## src/rtl/ftf_pkg.sv

```systemverilog
// Shared definitions for the FTF/FNS serial encoder: Fibonacci weights,
// code-space size, constant representability limits and a codeword check.
package ftf_pkg;

  typedef enum logic [1:0] {
    IDLE,
    CONV,
    COMMIT
  } ftf_state_e;

  // Fibonacci number with F(0)=0, F(1)=F(2)=1.
  function automatic int unsigned fib(input int unsigned n);
    int unsigned a;
    int unsigned b;
    int unsigned t;
    a = 0;
    b = 1;
    if (n == 0) return 0;
    for (int unsigned i = 1; i < n; i++) begin
      t = a + b;
      a = b;
      b = t;
    end
    return b;
  endfunction

  // Number of legal codewords on an n-wire group.
  function automatic int unsigned ftf_num_codes(input int unsigned n);
    return fib(n + 2);
  endfunction

  // Largest value reachable by bits k-1..0 when bit k is fixed to bitk,
  // honouring the forbidden-transition rule on every adjacent pair.
  // m0/m1 track the best lower-bit sum with the current top bit at 0/1.
  function automatic int unsigned ftf_lo_max(input int unsigned k, input logic bitk);
    int unsigned m0;
    int unsigned m1;
    int unsigned n0;
    int unsigned n1;
    int unsigned w;
    m0 = 0;
    m1 = 0;
    for (int unsigned j = 0; j < k; j++) begin
      w = fib(j + 1);
      if ((j % 2) == 0) begin
        // even pair: bit j = 0 under bit j+1 = 1 is illegal
        n0 = ((w + m1) > m0) ? (w + m1) : m0;
        n1 = w + m1;
      end else begin
        // odd pair: bit j = 1 under bit j+1 = 0 is illegal
        n0 = m0;
        n1 = ((w + m1) > m0) ? (w + m1) : m0;
      end
      m0 = n0;
      m1 = n1;
    end
    return bitk ? m1 : m0;
  endfunction

  // True when the low n bits of cw contain no forbidden transition.
  function automatic logic ftf_check(input logic [31:0] cw, input int unsigned n);
    logic        ok;
    int unsigned jp;
    ok = 1'b1;
    for (int unsigned j = 0; (j + 1) < n; j++) begin
      jp = j + 1;
      if (((j % 2) == 0) && !cw[j[4:0]] && cw[jp[4:0]]) ok = 1'b0;
      if (((j % 2) == 1) && cw[j[4:0]] && !cw[jp[4:0]]) ok = 1'b0;
    end
    return ok;
  endfunction

endpackage

```

## src/rtl/ftf_bit_step.sv

```systemverilog
// One MSB-first conversion step: decides codeword bit k from the residual
// using constant per-bit tables built at elaboration time.
module ftf_bit_step
  import ftf_pkg::*;
#(
  parameter int unsigned N_TSV = 3,
  parameter int unsigned RW    = 3,
  parameter int unsigned KW    = 2
) (
  input  logic [RW-1:0] i_residual,
  input  logic [KW-1:0] i_k,
  output logic          o_bit,
  output logic [RW-1:0] o_residual
);

  localparam int unsigned DEPTH = 1 << KW;

  logic [RW-1:0] w_lo_tab [DEPTH];
  logic [RW-1:0] w_wt_tab [DEPTH];
  logic [RW-1:0] w_lo;
  logic [RW-1:0] w_wt;

  // Unreachable indices get a saturated limit so they never set a bit.
  for (genvar g = 0; g < DEPTH; g++) begin : g_tab
    if (g < N_TSV) begin : g_used
      assign w_lo_tab[g] = RW'(ftf_lo_max(g, 1'b0));
      assign w_wt_tab[g] = RW'(fib(g + 1));
    end else begin : g_unused
      assign w_lo_tab[g] = '1;
      assign w_wt_tab[g] = '0;
    end
  end

  // Set bit k only when the lower bits alone cannot reach the residual.
  always_comb begin
    w_lo       = w_lo_tab[i_k];
    w_wt       = w_wt_tab[i_k];
    o_bit      = (i_residual > w_lo);
    o_residual = o_bit ? (i_residual - w_wt) : i_residual;
  end

endmodule

```

## src/rtl/ftf_seq_encoder.sv

```systemverilog
// Handshaked serial FTF/FNS encoder: one codeword bit per cycle, MSB first,
// with the TSV bus updated atomically from a shadow register.
module ftf_seq_encoder
  import ftf_pkg::*;
#(
  parameter  int unsigned N_TSV     = 3,
  localparam int unsigned NUM_CODES = ftf_num_codes(N_TSV),
  localparam int unsigned DIN_W     = $clog2(NUM_CODES)
) (
  input  logic             clock,
  input  logic             reset,
  input  logic             in_valid,
  output logic             in_ready,
  input  logic [DIN_W-1:0] in_data,
  output logic [N_TSV-1:0] tsv,
  output logic             tsv_valid,
  output logic             range_err,
  output logic             busy
);

  localparam int unsigned    KW    = (N_TSV > 1) ? $clog2(N_TSV) : 1;
  localparam logic [DIN_W:0] LIMIT = (DIN_W + 1)'(NUM_CODES);

  ftf_state_e       r_state;
  logic [DIN_W-1:0] r_residual;
  logic [KW-1:0]    r_k;
  logic [N_TSV-1:0] r_shadow;
  logic [N_TSV-1:0] r_tsv;
  logic             r_tsv_valid;
  logic             r_range_err;

  logic             w_bit;
  logic [DIN_W-1:0] w_res_next;
  logic             w_accept;
  logic             w_legal;

  ftf_bit_step #(
    .N_TSV (N_TSV),
    .RW    (DIN_W),
    .KW    (KW)
  ) u_step (
    .i_residual (r_residual),
    .i_k        (r_k),
    .o_bit      (w_bit),
    .o_residual (w_res_next)
  );

  assign in_ready  = (r_state == IDLE) && !reset;
  assign busy      = (r_state != IDLE);
  assign w_accept  = in_valid && in_ready;
  assign w_legal   = ({1'b0, in_data} < LIMIT);
  assign tsv       = r_tsv;
  assign tsv_valid = r_tsv_valid;
  assign range_err = r_range_err;

  // Control FSM: accept or reject a word, convert serially, commit atomically.
  always_ff @(posedge clock or posedge reset) begin
    if (reset) begin
      r_state     <= IDLE;
      r_residual  <= '0;
      r_k         <= '0;
      r_shadow    <= '0;
      r_tsv       <= '0;
      r_tsv_valid <= 1'b0;
      r_range_err <= 1'b0;
    end else begin
      r_tsv_valid <= 1'b0;
      r_range_err <= 1'b0;
      unique case (r_state)
        IDLE: begin
          if (w_accept) begin
            if (w_legal) begin
              r_residual <= in_data;
              r_k        <= KW'(N_TSV - 1);
              r_shadow   <= '0;
              r_state    <= CONV;
            end else begin
              r_range_err <= 1'b1;
            end
          end
        end
        CONV: begin
          r_shadow   <= r_shadow | (N_TSV'(w_bit) << r_k);
          r_residual <= w_res_next;
          r_k        <= r_k - KW'(1);
          if (r_k == '0) r_state <= COMMIT;
        end
        COMMIT: begin
          r_tsv       <= r_shadow;
          r_tsv_valid <= 1'b1;
          r_state     <= IDLE;
        end
        default: r_state <= IDLE;
      endcase
    end
  end

  // A legal word is always fully consumed by the final conversion step.
  assert property (@(posedge clock) disable iff (reset)
    ((r_state == CONV) && (r_k == '0)) |-> (w_res_next == '0));

  // Every committed codeword obeys the forbidden-transition rule.
  assert property (@(posedge clock) disable iff (reset)
    (r_state == COMMIT) |-> ftf_check(32'(r_shadow), N_TSV));

endmodule
```

## config.mk

```make
export PLATFORM = sky130hd
export DESIGN_NAME = ftf_seq_encoder
export DESIGN_NICKNAME = d
export VERILOG_FILES = /design/src/rtl/ftf_pkg.sv /design/src/rtl/ftf_bit_step.sv /design/src/rtl/ftf_seq_encoder.sv
export SDC_FILE = /design/constraint.sdc
export NUM_CORES = 1
export LEC_CHECK = 0
export BUFFER_PORTS_ARGS = -buffer_cell sky130_fd_sc_hd__buf_2
export CAP_MARGIN = 20
export CORE_AREA = 2 2 43 45
export DETAILED_ROUTE_END_ITERATION = 16
export DIE_AREA = 0 0 45 47
export GPL_ROUTABILITY_DRIVEN = 0
export PLACE_DENSITY = 0.73
export SLEW_MARGIN = 5
export SYNTH_ARGS = -nofsm -noshare
export SYNTH_HDL_FRONTEND = slang
export SYNTH_HIERARCHICAL = 1
export SYNTH_SLANG_ARGS = --single-unit
```

## constraint.sdc

```tcl
create_clock -name clock -period 2 [get_ports clock]
set_input_delay 0.4 -clock clock [delete_from_list [all_inputs] [get_ports clock]]
set_output_delay 0.4 -clock clock [all_outputs]
set_load 0.03 [all_outputs]
```

* Yosys cells after proc, flatten, opt, wreduce, memory -nomap -nowiden
Index checks and enable logic that the tools add are counted.
** Storage, ports and cells
- Output and inout port bits :: 7
- Bits in registers :: 15
- Bits of input ports :: 6
- Logic and storage cells :: 55
** Operators by class
- Muxes and demuxes :: 24
- $lt $le $gt $ge :: 3
- Reduce and logical (&&, ||, !) cells :: 10
- Equality and inequality tests :: 6
- Add/sub/neg operators :: 2
- Shift-type cells :: 1
- Bitwise logic cells :: 2
** Operators with widths (number)
- $mux W3 :: 9
- $bmux W3 S2 :: 2
- $pmux W3 S2 :: 2
- $mux W2 :: 5
- $ne A2 B2 Y1 const B :: 4
- $pmux W2 S2 :: 2
- $reduce_and A3 Y1 :: 2
- $logic_not A2 Y1 :: 2
- $mux W1 :: 4
- $reduce_and A4 Y1 :: 1
- $reduce_bool A2 Y1 :: 2
- $ge A3 B3 Y1 const B :: 1
- $gt A3 B3 Y1 :: 1
- $lt A3 B3 Y1 const B :: 1
- $not A2 Y3 :: 1
- $or A3 B3 Y3 :: 1
- $shl A1 B2 Y3 :: 1
- $sub A3 B3 Y3 :: 1
- $eq A2 B1 Y1 const B :: 1
- $eq A2 B2 Y1 const B :: 1
- $logic_and A1 B1 Y1 :: 2
- $sub A2 B1 Y2 const B :: 1
- $logic_not A1 Y1 :: 1

* Logic depth before layout (Yosys ltp)
Gate-level depths: netlist (run 1).
- Depth after elaboration :: 8
- Mapped depth :: 8
- Depth with buffers taken out :: 8

* Hierarchy
The synthesis (run 1) kept the hierarchy.
** By module, submodules not included
- ftf_seq_encoder :: area an instance 645.6 µm², instances 1, cells each 61, seq. area each 375.4 µm²
- ftf_bit_step :: area an instance 190.2 µm², instances 1, cells each 20, seq. area each 0.0 µm²

* Worst setup path before layout (run 1)
Ideal clock, no wire load.
- Kind :: register -> register
- Start :: register r_k[0]
- End :: register r_shadow[0]
- Arrival :: 1.672 ns
- Setup time :: 0.121 ns
- Stages on the path, launching flop included :: 9
- Buffers on the path :: 0
- Path slack :: 0.207 ns
- Data required time :: 1.879 ns
- Period minus slack after synthesis :: 1.793 ns
- Cell sequence :: dfrtp_1 nand2_1 ha_1 nor2b_4 o21a_4 o21ai_4 inv_1 and3_1 a22o_1
** On the way
- Longest elaborated chain between the ends :: 8
** RTL lines
- from (decl) :: line ftf_seq_encoder.sv:26 : logic [KW-1:0] r_k;
- from (signal assigned) :: line ftf_seq_encoder.sv:74 : r_k <= KW'(N_TSV - 1);
- from (signal assigned) :: line ftf_seq_encoder.sv:85 : r_k <= r_k - KW'(1);
- $not A2 Y3 (not written as such) :: line ftf_bit_step.sv:36 : w_lo = w_lo_tab[i_k];
- $bmux W3 S2 :: line ftf_bit_step.sv:36
- $mux W3 (not written as such) (2 in a row) :: line ftf_bit_step.sv:36
- $gt A3 B3 Y1 :: line ftf_bit_step.sv:38 : o_bit = (i_residual > w_lo);
- net w_bit :: line ftf_seq_encoder.sv:32 : logic w_bit;
- $shl A1 B2 Y3 :: line ftf_seq_encoder.sv:83 : r_shadow <= r_shadow | (N_TSV'(w_bit) << r_k);
- $or A3 B3 Y3 :: line ftf_seq_encoder.sv:83
- $pmux W3 S2 :: line ftf_seq_encoder.sv:69 : unique case (r_state)
- to (signal assigned) :: line ftf_seq_encoder.sv:83
- to (decl) :: line ftf_seq_encoder.sv:27 : logic [N_TSV-1:0] r_shadow;
The timed path passes the listed nets, and every way through them passes these cells. The select of a mux whose other input is x is not followed.
A chain may end at the register's enable or synchronous reset.

* Final worst setup path (run 1)
Ends and elaborated chain as after synthesis.

==> results of run 1 <==
final cells by class:
class	count	area (um^2)
repair buffers	14	75.07
fillers	147	691.9
well taps	17	21.27
multi-input cells	57	426.7
inverters	9	33.78
flip-flops and latches	15	376.6
clock buffers	4	26.28
through the flow:
step / utilization [%] / area [um^2] / setup WS, ps
detailed placement: 56.44 / 932.1 / 86.77
CTS: 58.03 / 958.4 / 84.89
floorplan: - / 835.8 / 206.6
global route: 58.11 / 959.7 / 12.52
finish: 58.11 / 959.7 / 110.3
global placement: 56.44 / 932.1 / 151.8
cells in the final DEF, fill, tap and decap left out, drive strengths merged, types with 3 or more instances in the layout:
cell,synthesis,layout
clkbuf,0,4
o211ai,3,3
nand2,10,10
nor2,3,3
o21ai,8,8
ha,5,5
dfrtp,15,15
inv,9,9
buf,0,14
nand2b,3,3
worst max path at each step:
stage	startpoint	slack, ps	end	cells after the start
finish	r_k[0]$_DFFE_PP0P_	110	r_shadow[0]$_DFFE_PP0P_	8
global route	r_k[0]$_DFFE_PP0P_	10	r_shadow[2]$_DFFE_PP0P_	8
CTS	r_k[0]$_DFFE_PP0P_	80	r_shadow[0]$_DFFE_PP0P_	8
detailed placement	r_k[0]$_DFFE_PP0P_	90	r_shadow[0]$_DFFE_PP0P_	8
global placement	r_k[0]$_DFFE_PP0P_	150	r_shadow[2]$_DFFE_PP0P_	8
floorplan	r_k[0]$_DFFE_PP0P_	210	r_shadow[0]$_DFFE_PP0P_	8
registers in the layout, indices dropped and copies added (netlist names):
| register | cells |
|---|---|
| r_shadow | 3 |
| r_state | 2 |
| tsv | 3 |
| r_residual | 3 |
| r_k | 2 |
| tsv_valid | 1 |
| range_err | 1 |
report_power, final:
group / switching (mW) / internal [mW]
clock: 0.0934 / 0.0773
sequential: 0.0903 / 0.428
combinational: 0.553 / 0.430
critical path, delay by kind of cell, from the launching register on:
family	cells	cell delay (ps)
AO/OA/AOI/OAI	3	580
flip-flops	1	420
AND/OR/NAND/NOR	3	410
adder cells (fa/ha/maj)	1	300
buffers and inverters	1	70
cells by family after synthesis:
group	count (synthesis)
and+or+nand+nor	28
AOI/OAI and AO/OA	20
DFF	15
buffers and inverters	9
adders and majority gates	6
muxes	2
xor gates and xnor gates	1
layer usage:
metal,vias to the layer above,track usage [%]
li1,319,-
met1,298,24.52
met2,17,28.29
met3,6,3.846
met4,0,8.824
met5,-,0
==> flow_summary.toml, run 1 <==
[clock_tree]
cts_hold_buf = 0
cts.reportedPaths.clkPinSlew_ps = 90
clock_latency_ps = 280
htree_levels = 1
cts-root-buf = "clkbuf_4"
cts_resized = 0
clockBufferDepth = 2
clock-sinks = 15
cts_buffers = 3
cts_tree = "done"
cts_setup_buffers = 0

[finish]
drive_above_1_share_pct = 24.24
final_nets = 112
syn_to_final_growth_pct = 14.82
antenna_cells = 0
finalNonFillerCells = 116

[synthesis]
async_flop_share_pct = 100.0
syn_area_per_cell_um2 = 10.32
synth_commonest_cells = "dfrtp_1 (15), nand2_1 (10), inv_1 (9)"
synth_cells = 81
yosysMostFrequentCell = "dfrtp_1"
synthSimpleGateAreaFrac_pct = 18.71
synth_nets = 93
synthTopCellsByArea = "dfrtp_1 (45%), ha_1 (7.5%), nand2_1 (4.5%), o21ai_0 (4.2%), inv_1 (4.0%)"
synth_compound_area_share_pct = 19.01
syn_area_um2 = 835.8
synth.largest_area_cell = "dfrtp_1"
synth_top_area_share_pct = 44.91
ys_seq_area_share_pct = 44.91
synthAdderAreaFrac_pct = 9.880
synth-seq-cells = 15
yosysWarningCount = 6
synth_cell_types = 30
synth_xor_area_share_pct = 1.048
synth_mux_area_share_pct = 2.395
synth_top_family_by_area = "compound AO/OA/AOI/OAI gates"
synth_edf_count = 0
ys.flop_type = "dfrtp_1"

[grt]
grt_overflow = 0
grt_pass1_wl_mm = 2.760
grt_usage_pct = 18.28
antenna_found_initial = 0
grt_pass1_vias = 636
grt_max_degree = 16

[detailed_routing]
viasPerCell = 5.517
met3_length_um = 60
drt-total-wl_mm = 1.566
drc = 0
drtIter0Drc = 16
first_pass_iters = 4
top_layer = "met4"
dr_wl_met2_um = 708
postRouteAntennaNets = 0
vias = 640
wl_per_cell_um = 13.50
drt-met1-wl_um = 754

[critical_path]
cp.required_ps = 2170
r2r-end = "r_shadow[0]$_DFFE_PP0P_"
crit_path_start_kind = "register"
reg2reg_slack_ps = 110
path_class = "reg -> reg"
endpoint_kind = "register"
worstPathArrival_ps = 2060
max_stage_delay_ps = 420
crit_slowest_cell = "dfrtp_2"
r2r-start = "r_k[0]$_DFFE_PP0P_"
path_max_fanout = 7
rr_worst_depth = 8
path_cells = "nand2_1 -> ha_1 -> nor2b_4 -> o21a_4 -> o21ai_4 -> inv_1 -> and3_1 -> a22o_1"

[place]
dp_cells = 112
numPortBuffers = 12
dp_hpwl_mm = 1.234

[power_and_ir_drop]
p_leak_nw = 0.4916
powerDensity_nw_per_um2 = 1742
peakVddDrop_mv = 0.8692
p_total_mw = 1.672

[die]
die_area_um2 = 2115
fp.dieW_um = 45
pin_count = 13
placementRows = 15
die_h_um = 47
start_util_pct = 50.61
coreArea_um2 = 1652

[sta]
rsz0062_at_grt = "false"
finalCritPeriodShare_pct = 94.49
fmax_ghz = 0.5292
hold_ws_ps = 187.0
relSlewSlack_pct = 62.38
worst_pin_slew_ps = 563.7
clock_skew_ps = 7.268
tns_ps = 0
slew_violations = 0
min_period_ps = 1890
hold_violations = 0
finalSetupViolations = 0

[outcome]
outcome = "completed"

[run]
maxCapViolations = 0

[worst_hold_path]
holdCritPathClass = "in -> async"
No activity file was read; power rests on OpenSTA's default activity.
==> run 2, diff against run 1 <==
- BUFFER_PORTS_ARGS: -buffer_cell sky130_fd_sc_hd__buf_2 -> -buffer_cell sky130_fd_sc_hd__clkbuf_2
==> run 2 against run 1 <==
  * Utilization is 0.076 points higher
  * Cell area up 0.13%
  * Routed wire length shrank 0.57%
  * Worst setup slack improved by 23 ps
  * Global-route usage up 0.096 points
  * Power is 0.95% lower
  * Flip-flop and latch count did not move
  * Non-clock buffer count did not move
  * Clock skew fell by 1.2 ps
  * Count of clock-buffer cells in the layout down 1
  * Die area did not move
  * Sequential share of layout area shrank 0.051 points
==> flow_summary.toml, run 2 (synthesis results as in run 1) <==
[outcome]
outcome = "completed"

[die]
placementRows = 15
die_area_um2 = 2115
start_util_pct = 50.61
die_h_um = 47
pin_count = 13
fp.dieW_um = 45
coreArea_um2 = 1652

[place]
place_area_um2 = 932.1
dp_slack_ps = 101.4
dp_cells = 112
numPortBuffers = 12
dp_hpwl_mm = 1.177

[detailed_routing]
vias = 607
drt-total-wl_mm = 1.557
wl_per_cell_um = 13.42
drtIter0Drc = 21
postRouteAntennaNets = 0
viasPerCell = 5.233
drc = 0
first_pass_iters = 4

[sta]
worst_pin_slew_ps = 554.5
clock_skew_ps = 6.088
relSlewSlack_pct = 62.99
postLayoutSetupSlackWorst_ps = 133.6
hold_ws_ps = 170.1
hold_violations = 0
rsz0062_at_grt = "false"
finalCritPeriodShare_pct = 93.32
tns_ps = 0
fmax_ghz = 0.5358
min_period_ps = 1866
slew_violations = 0
finalSetupViolations = 0

[clock_tree]
clockBufferDepth = 2
htree_levels = 1
cts_tree = "done"
cts_setup_buffers = 0
clock-sinks = 15
cts-root-buf = "clkbuf_4"
cts_buffers = 3
cts.reportedPaths.clkPinSlew_ps = 90
clock_latency_ps = 280

[finish]
antenna_cells = 0
layout_common_cells = "dfrtp_1 (14), clkbuf_2 (12), nand2_1 (10), inv_1 (9), o21ai_0 (7)"
utilization_pct = 58.18
finalNonFillerCells = 116
final_nets = 112
design_area_um2 = 960.9
final_common_cell = "dfrtp_1"
seq_area_um2 = 376.6
fillCellCount = 149
syn_to_final_growth_pct = 14.97
drive_above_1_share_pct = 25.25
multi_input_area_um2 = 426.7

[power_and_ir_drop]
p_leak_nw = 0.4927
p_total_mw = 1.656
peakVddDrop_mv = 0.7703
powerDensity_nw_per_um2 = 1723

[grt]
grt_overflow = 0
grt_pass1_wl_mm = 2.766
grt-busiest-layer = "met2"
use_met1_pct = 25.78
grt_max_degree = 16
grt_pass1_vias = 607
grt_usage_pct = 18.38
grtUsageMet3_pct = 5.769
grt_util_met2_pct = 28.29
antenna_found_initial = 0

[critical_path]
path_max_fanout = 7
crit_path_start_kind = "register"
worstPathArrival_ps = 2050
cp.required_ps = 2180
path_class = "reg -> reg"
endpoint_kind = "register"

[run]
maxCapViolations = 0

[worst_hold_path]
holdCritPathClass = "in -> async"
## run 2: cell count changes in the layout (fill, tap and decap cells not counted), sizes merged
cell    change
clkbuf     +11
buf        -12
clkinv      +1
## run 2: worst paths after layout
path                       slack [ps]               start                   endpoint  depth (start not counted)
max in group asynchronous        1430               reset         r_k[0]$_DFFE_PP0P_                          2
min in group clock                400          in_data[1]  r_residual[1]$_DFFE_PP0P_                          3
setup / recovery                  130  r_k[0]$_DFFE_PP0P_    r_shadow[2]$_DFFE_PP0P_                          8
hold / removal                    170               reset  r_residual[2]$_DFFE_PP0P_                          2
setup reg to reg                  130  r_k[0]$_DFFE_PP0P_    r_shadow[2]$_DFFE_PP0P_                          8
hold reg to reg                   480  tsv[0]$_DFFE_PP0P_         tsv[0]$_DFFE_PP0P_                          2
## run 2: area by class of cell
type / count / share of cell area (%)
sequential: 15 / 39.19
tap: 17 / 2.214
inverter: 9 / 3.516
timing repair buffer: 14 / 7.812
clock inverter: 1 / 0.5208
multi-input combinational: 57 / 44.40
clock buffer: 3 / 2.344
## run 2: routing by layer
layer | share of wire (%) | vias to the layer above
met5 | 0 | -
li1 | - | 318
met2 | 46 | 8
met1 | 51 | 279
met3 | 2.9 | 2
met4 | 0.39 | 0
## run 2: where the power goes
part | internal, mW | switching [mW]
registers | 0.428 | 0.0936
clock network | 0.0742 | 0.0974
logic | 0.423 | 0.540
total | 0.925 | 0.731
## run 2: timing repair
action / in CTS / in global routing
gates resized for setup: 0 / 1
setup endpoints to repair: 0 / 3
hold buffers: 0 / 0
## run 2: worst max-delay path: stages (launching register included)
cell and delay [ps]:
dfrtp_2 410, nand2_1 80, ha_1 290, nor2b_4 130, o21a_4 200, o21ai_4 160
inv_1 80, and3_1 180, a22o_1 230
==> run 3, diff against run 2 <==
- CELL_PAD_IN_SITES_DETAIL_PLACEMENT: unset -> 1
- CELL_PAD_IN_SITES_GLOBAL_PLACEMENT: unset -> 1
- CORE_AREA: 2 2 43 45 -> 2 2 48 50
- DIE_AREA: 0 0 45 47 -> 0 0 50 52
- PLACE_DENSITY: 0.73 -> unset
- PLACE_DENSITY_LB_ADDON: unset -> 0.1
==> run 3 against run 2 <==
  * Worst hold slack better by 13 ps
  * Utilization fell by 12 points
  * Power grew 1.3%
  * First-iteration DRC count shrank 76%
  * Sequential share of layout area is 0.60 points lower
  * Register-to-register slack got worse by 50 ps
  * Clock power hardly changed
  * Routed wire length rose by 12%
  * Flip-flop and latch count unchanged
  * Largest power group unchanged
==> flow_summary.toml, run 3 (synthesis results as in run 1) <==
[outcome]
outcome = "completed"

[finish]
drive_above_1_share_pct = 25.25
design_area_um2 = 975.9
antenna_cells = 0
seq_area_um2 = 376.6
layout_common_cells = "dfrtp_1 (14), clkbuf_2 (12), inv_1 (9), nand2_1 (9), o21ai_0 (7)"
multi_input_area_um2 = 429.2
final_nets = 112
syn_to_final_growth_pct = 16.77
final_common_cell = "dfrtp_1"
fillCellCount = 258

[detailed_routing]
drt-total-wl_mm = 1.744
vias = 646
drtIter0Drc = 5
postRouteAntennaNets = 0
wl_per_cell_um = 13.73
first_pass_iters = 3
viasPerCell = 5.087
drc = 0

[critical_path]
worstPathArrival_ps = 2090
cp.required_ps = 2170
path_class = "reg -> reg"
path_cells = "nand2_2 -> ha_1 -> nor2b_4 -> o21a_4 -> o21ai_4 -> inv_1 -> and3_1 -> a22o_1"
crit_path_start_kind = "register"
r2r-start = "r_k[0]$_DFFE_PP0P_"
crit_path_start = "r_k[0]$_DFFE_PP0P_"
crit_slowest_cell = "dfrtp_2"
path_max_fanout = 7
endpoint_kind = "register"
max_stage_delay_ps = 430

[grt]
antenna_found_initial = 0
grt_pass1_vias = 672
grt_pass1_wl_mm = 2.987
grt_max_degree = 16
grt_usage_pct = 15.55
grt_overflow = 0

[sta]
finalCritPeriodShare_pct = 95.68
rsz0062_at_grt = "false"
clock_skew_ps = 2.775
min_period_ps = 1914
relSlewSlack_pct = 61.42
finalSetupViolations = 0
tns_ps = 0
hold_ws_ps = 183.0
fmax_ghz = 0.5226
hold_violations = 0
worst_pin_slew_ps = 578.0
slew_violations = 0

[clock_tree]
cts_buffers = 3
htree_levels = 1
clock_latency_ps = 280
cts-root-buf = "clkbuf_4"
clockBufferDepth = 2
clock-sinks = 15
cts_tree = "done"
cts.reportedPaths.clkPinSlew_ps = 90

[die]
start_util_pct = 39.69
coreArea_um2 = 2106
die_area_um2 = 2600
placementRows = 17
die_h_um = 52
pin_count = 13
fp.dieW_um = 50

[place]
place_area_um2 = 945.9
dp_hpwl_mm = 1.399
numPortBuffers = 12

[power_and_ir_drop]
p_leak_nw = 0.4903
powerDensity_nw_per_um2 = 1720
peakVddDrop_mv = 0.8399

[run]
maxCapViolations = 0

[worst_hold_path]
holdCritPathClass = "in -> async"
## run 3: cell types whose count changed in the layout (fill, tap and decap cells not counted), sizes merged
cell    change
clkbuf      +1
clkinv      -1
## run 3: through the flow
| step | worst slack, ps | util (%) | std cells | total power [mW] |
|---|---|---|---|---|
| final | 86.31 | 46.35 | 127 | 1.678 |
| after global placement | 144.3 | 44.92 | 123 | 1.479 |
| after global routing | 0.5327 | 46.35 | 127 | 1.825 |
| after floorplan | 206.6 | - | 81 | 1.267 |
| after CTS | 23.48 | 46.17 | 127 | 1.700 |
| after detailed placement | 31.38 | 44.92 | 123 | 1.521 |
## run 3: metal layers
metal / track usage [%] / routed length [um] / vias up
met5: 0 / 0 / -
met4: 6.944 / 17 / 0
met3: 2.586 / 42 / 2
met2: 28.07 / 900 / 10
met1: 17.95 / 784 / 318
li1: - / - / 316
## run 3: worst paths after layout
check	to	slack (ps)	cells past startpoint
max in group asynchronous	r_k[0]$_DFFE_PP0P_	1410	2
min in group clock	r_residual[1]$_DFFE_PP0P_	410	3
worst max register to register	r_shadow[0]$_DFFE_PP0P_	90	8
worst max-delay path	r_shadow[0]$_DFFE_PP0P_	90	8
worst min register to register	tsv[0]$_DFFE_PP0P_	480	2
worst min-delay path	r_residual[2]$_DFFE_PP0P_	180	2
## run 3: final cells by class
cell class | count | area share (%)
repair buffers | 14 | 7.692
inverters | 9 | 3.462
well taps | 28 | 3.590
clock buffers | 4 | 2.692
flip-flops and latches | 15 | 38.59
multi-input cells | 57 | 43.97
## run 3: what timing repair did
action / in CTS / in global routing
resized for setup: 0 / 2
buffers inserted: 0 / 0
hold buffers: 0 / 0
endpoints found under the setup margin: 0 / 4
## run 3: power breakdown
part           leakage (nW)  switching (mW)  internal, mW  total, mW
logic                 0.287           0.548         0.428      0.976
clock network        0.0150          0.0980        0.0774      0.175
registers             0.189          0.0996         0.428      0.527
total                 0.490           0.745         0.933       1.68
## run 3: worst max-delay path, delay by kind of cell (launching register included)
kind / cells / cell delay (ps)
compound gates: 3 / 590
fa+ha+maj: 1 / 300
buf+inv: 1 / 80
flops: 1 / 430
simple gates: 3 / 390
